==> src/rtl/im_fetch_pkg.sv <==
// Shared widths and the prefetch entry type for the instruction-fetch front end.
package im_fetch_pkg;

    localparam int IM_AW = 16;
    localparam int IM_DW = 32;

    typedef struct packed {
        logic [IM_AW-1:0] pc;
        logic [IM_DW-1:0] data;
    } fetch_entry_t;

endpackage

==> src/rtl/im_fetch_fifo.sv <==
// Small synchronous prefetch FIFO of {pc, data} entries.
// Flush beats push and pop. A push into a full FIFO is accepted only when a pop happens in the same cycle.
module fetch_fifo
    import im_fetch_pkg::*;
#(
    parameter int DEPTH = 2
)(
    input  logic                     clk,
    input  logic                     rst,
    input  logic                     push,
    input  logic                     pop,
    input  logic                     flush,
    input  fetch_entry_t             wr_entry,
    output logic                     full,
    output logic                     empty,
    output logic [$clog2(DEPTH):0]   count,
    output fetch_entry_t             head
);

    localparam int PW = $clog2(DEPTH);
    localparam logic [PW:0] FULL_CNT = (PW+1)'(DEPTH);

    fetch_entry_t    r_mem [DEPTH];
    logic [PW-1:0]   r_wrPtr;
    logic [PW-1:0]   r_rdPtr;
    logic [PW:0]     r_count;
    logic            w_doPop;
    logic            w_doPush;

    assign full     = (r_count == FULL_CNT);
    assign empty    = (r_count == '0);
    assign count    = r_count;
    assign head     = r_mem[r_rdPtr];
    assign w_doPop  = pop & ~empty;
    assign w_doPush = push & (~full | w_doPop);

    // Storage carries no reset; validity is tracked entirely by r_count.
    always_ff @(posedge clk) begin
        if (w_doPush && !flush && !rst) begin
            r_mem[r_wrPtr] <= wr_entry;
        end
    end

    always_ff @(posedge clk) begin
        if (rst || flush) begin
            r_wrPtr <= '0;
            r_rdPtr <= '0;
            r_count <= '0;
        end else begin
            if (w_doPush) begin
                r_wrPtr <= r_wrPtr + 1'b1;
            end
            if (w_doPop) begin
                r_rdPtr <= r_rdPtr + 1'b1;
            end
            case ({w_doPush, w_doPop})
                2'b10:   r_count <= r_count + 1'b1;
                2'b01:   r_count <= r_count - 1'b1;
                default: r_count <= r_count;
            endcase
        end
    end

endmodule

==> src/rtl/im_fetch.sv <==
// Instruction-fetch initiator: sequential word fetch into a prefetch FIFO, with redirect flush.
module im_fetch
    import im_fetch_pkg::*;
#(
    parameter logic [IM_AW-1:0] RESET_PC = 16'h0000,
    parameter int               DEPTH    = 2
)(
    input  logic               clk,
    input  logic               rst,
    input  logic               fetch_en,
    input  logic               redirect_valid,
    input  logic [IM_AW-1:0]   redirect_pc,
    output logic               inst_valid,
    input  logic               inst_ready,
    output logic [IM_DW-1:0]   inst_data,
    output logic [IM_AW-1:0]   inst_pc,
    output logic               IM_enable,
    output logic [IM_AW-1:0]   IM_address,
    output logic               IM_write,
    output logic [IM_DW-1:0]   IM_in,
    input  logic [IM_DW-1:0]   IM_out
);

    logic [IM_AW-1:0]        r_fetchPc;
    logic                    w_pop;
    logic                    w_space;
    logic                    w_issue;
    logic                    w_full;
    logic                    w_empty;
    logic [$clog2(DEPTH):0]  w_count;
    fetch_entry_t            w_head;
    fetch_entry_t            w_wrEntry;

    // inst_valid is masked during reset so nothing is presented before the FIFO clears.
    assign inst_valid = ~rst & (w_count != '0);
    assign w_pop      = inst_valid & inst_ready;
    assign w_space    = ~w_full | w_pop;
    assign w_issue    = ~rst & fetch_en & ~redirect_valid & w_space;

    assign IM_enable  = w_issue;
    assign IM_address = r_fetchPc;
    assign IM_write   = 1'b0;
    assign IM_in      = '0;

    assign inst_data  = w_head.data;
    assign inst_pc    = w_head.pc;

    assign w_wrEntry.pc   = r_fetchPc;
    assign w_wrEntry.data = IM_out;

    always_ff @(posedge clk) begin
        if (rst) begin
            r_fetchPc <= RESET_PC;
        end else if (redirect_valid) begin
            r_fetchPc <= redirect_pc;
        end else if (w_issue) begin
            r_fetchPc <= r_fetchPc + 1'b1;
        end
    end

    fetch_fifo #(
        .DEPTH (DEPTH)
    ) u_fifo (
        .clk      (clk),
        .rst      (rst),
        .push     (w_issue),
        .pop      (w_pop & ~w_empty),
        .flush    (redirect_valid),
        .wr_entry (w_wrEntry),
        .full     (w_full),
        .empty    (w_empty),
        .count    (w_count),
        .head     (w_head)
    );

endmodule

==> config.mk <==
export PLATFORM = sky130hd
export DESIGN_NAME = im_fetch
export DESIGN_NICKNAME = d
export VERILOG_FILES = /design/src/rtl/im_fetch_pkg.sv /design/src/rtl/im_fetch_fifo.sv /design/src/rtl/im_fetch.sv
export SDC_FILE = /design/constraint.sdc
export NUM_CORES = 1
export LEC_CHECK = 0
export CORE_ASPECT_RATIO = 0.7
export CORE_MARGIN = 8
export CORE_UTILIZATION = 47
export DETAILED_ROUTE_END_ITERATION = 10
export GPL_TIMING_DRIVEN = 1
export PLACE_DENSITY = 0.8
export SYNTH_ARGS = -nofsm -noshare
export SYNTH_HDL_FRONTEND = slang
export SYNTH_SLANG_ARGS = --single-unit
==> constraint.sdc <==
create_clock -name clk -period 4.65 [get_ports clk]
set_input_delay 0.465 -clock clk [delete_from_list [all_inputs] [get_ports clk]]
set_output_delay 0.465 -clock clk [all_outputs]
set_load 0.01 [all_outputs]
==> flow_summary.json <==
{
  "cts_resized": 0,
  "drt_pass1_iterations": 4,
  "gp_congestion": 0.844,
  "synth-simple-area-share": 0.0823,
  "totalPowerFinal_w": 0.00260,
  "grt_pass1_vias": 3259,
  "drtIter0Drc": 201,
  "vias_per_cell": 5.06,
  "vias": 3057,
  "period_share": 0.682,
  "powerDensity_nw_per_um2": 389,
  "synth.area.top_cells": "edfxtp_1 59%, mux2_2 11%, dfxtp_1 8.6%",
  "post_cts_buffers": 0,
  "cpMostUsedCell": "clkdlybuf4s50_1",
  "slew_headroom": 0.221,
  "slew_viol_final": 0,
  "status": "completed",
  "layout-drive-gt1-share": 0.193,
  "grt_max_degree": 49,
  "internal-power_w": 0.00205,
  "cp_slowest_cell": "clkdlybuf4s50_1",
  "drt_wl_total_um": 10700,
  "cp_num_buf_inv": 4,
  "critPathMaxFanout": 25,
  "max-vdd-ir-drop_mv": 0.250,
  "clkTransAtPathRegs_ns": 0.05,
  "synth_top_cell_by_area": "edfxtp_1",
  "hold_path_class": "reg2reg",
  "clock-skew-final_ns": 0.00769,
  "track_usage": 0.152,
  "p_sw_w": 0.000554,
  "post_dp_cell_area_um2": 6100,
  "max_freq_mhz": 315,
  "leakage_nw": 2.29,
  "ctsHoldBuffers": 0,
  "initial_core_util": 0.480,
  "min_period_ns": 3.17,
  "grt_pass1_wl_um": 16700,
  "synth_compound_area_frac": 0.0456,
  "crit_type": "in2out",
  "tightest_slew_ns": 1.17,
  "synth_top_family_by_area": "multiplexers",
  "cp_top_family": "buffers and inverters",
  "htreeDepth": 4,
  "fin_cells": 604,
  "final_cell_mix": "118 x clkdlybuf4s50_1, 96 x edfxtp_1, 49 x mux2_2",
  "ys_ff_latch": 117,
  "antenna_found_initial": 0,
  "final_hold_viol_count": 0,
  "synth_xor_xnor_area_share": 0.00892,
  "synth_ff_type": "edfxtp_1",
  "final_common_cell": "clkdlybuf4s50_1",
  "die_w_um": 138,
  "yosys_warnings": 0,
  "fp.coreArea_um2": 10200,
  "die_y_um": 102,
  "area_growth_syn_to_layout_pct": 36.1,
  "wl_per_cell_um": 17.8,
  "route.detailed.drc": 0,
  "maxCapViolCount": 0,
  "slowest_delay_ns": 0.63,
  "syn_area_per_cell_um2": 14.7,
  "rows": 31,
  "synthArstFlopShare": 0,
  "synth_top_area_share": 0.587,
  "seqPwrFrac": 0.455,
  "cts.sinks": 117,
  "yosysSeqAreaShare": 0.673,
  "critPathLaunchType": "input port",
  "grt_setup_unrepaired": "no",
  "synth-adder-area-share": 0.00510,
  "fp.dieArea_um2": 14000,
  "muxShareOfSynthArea": 0.119,
  "finalSetupViolCount": 0,
  "crit_arrival_ns": 2.71,
  "fin_area_um2": 6680,
  "worstPathRequired_ns": 4.18,
  "syn_area_um2": 4910,
  "synth_cell_types": 41,
  "comb_power_share": 0.067,
  "io_buffer_count": 118,
  "drtAntennaViolNets": 0,
  "synth_edf_count": 96,
  "hpwl_um": 7270,
  "p_sw_frac": 0.213,
  "path_cells": "clkdlybuf4s50_1 > buf_4 > nor3b_2 > nand2_2 > inv_1 > clkdlybuf4s50_1",
  "tns_ns": 0,
  "place_inst": 572,
  "diodes": 0,
  "root_buffer": "clkbuf_16",
  "numCtsBuffers": 17,
  "overflow": 0,
  "cts_buffer_depth": 2,
  "finalNetCount": 514,
  "ioPinCount": 152,
  "power_frac_clock": 0.478,
  "synthCells": 334,
  "crit_path_end_kind": "primary output",
  "insertion_delay_ns": 0.40,
  "cts_tree": "built"
}
tightest hold or removal path, delay by kind of cell (launching register included):
family	cells	cell delay, ns
and+or+nand+nor	1	0.05
DFF	1	0.32
xor gates and xnor gates	1	0.14
sequential cells by signal, indices dropped and copies added, names as in the netlist, named ones only:
| name | count |
|---|---|
| IM_address | 16 |
| u_fifo.r_wrPtr | 1 |
| u_fifo.r_rdPtr | 1 |
| u_fifo.r_mem | 96 |
| u_fifo.count | 2 |
metrics by stage:
step | setup slack, ns | hold WS, ns | utilization
after floorplan | 1.13 | 0.520 | -
after global routing | 1.32 | 0.573 | 0.652
after detailed placement | 1.51 | 0.543 | 0.596
final | 1.48 | 0.541 | 0.652
after CTS | 1.50 | 0.541 | 0.652
after global placement | 1.56 | 0.532 | 0.596
cell families (layout without fill, tap and decap cells):
logic type / Yosys count / after routing
AO/OA/AOI/OAI: 35 / 35
flip-flops: 117 / 117
buffers and inverters: 51 / 157
AND/OR/NAND/NOR: 71 / 71
XOR/XNOR: 5 / 5
adder cells (fa/ha/maj): 2 / 2
other: 1 / 33
multiplexers: 52 / 52
power groups by stage:
| stage | clock network, W | logic, W | registers [W] |
|---|---|---|---|
| after floorplan | 0 | 0.0000856 | 0.00120 |
| after global placement | 0 | 0.000171 | 0.00120 |
| after detailed placement | 0 | 0.000173 | 0.00120 |
| after CTS | 0.00127 | 0.000174 | 0.00118 |
| after global routing | 0.00131 | 0.000187 | 0.00119 |
| final | 0.00124 | 0.000174 | 0.00118 |
routing by layer:
metal	share of wire	wire length [um]	GRT usage
met4	0.0087	93	0.0557
met5	0	0	0
met3	0.085	908	0.0684
met1	0.44	4700	0.186
met2	0.47	5030	0.234
cell type report:
cell class | instances | area [um^2]
well taps | 132 | 165
clock buffers | 18 | 429
repair buffers | 121 | 1200
clock inverters | 14 | 150
inverters | 4 | 15.0
flip-flops and latches | 117 | 3300
multi-input cells | 198 | 1410
fillers | 758 | 3560
Yosys cell counts, types with 3 or more instances:
master / n
edfxtp_1: 96
mux2_2: 49
buf_4: 34
dfxtp_1: 21
nand2_1: 16
a21oi_1: 11
nor3_1: 9
a31oi_1: 8
clkbuf_1: 8
nand3_1: 8
nand4_1: 7
and3_1: 6
o211ai_1: 5
inv_1: 4
nor4_1: 4
xnor2_1: 4
and2_1: 3
and4_1: 3
buf_2: 3
nor2_1: 3
o21ai_0: 3
or3_1: 3
or4_1: 3
final timing paths:
kind / startpoint / end / slack, ns / depth (start not counted)
min reg2reg: u_fifo.r_rdPtr / flop / 0.54 / 2
max reg2reg: u_fifo.count[0] / u_fifo.r_mem[0][42] / 2.35 / 4
max: redirect_valid / IM_enable / 1.48 / 6
min: u_fifo.r_rdPtr / flop / 0.54 / 2
(Power assumes the default switching activity.)
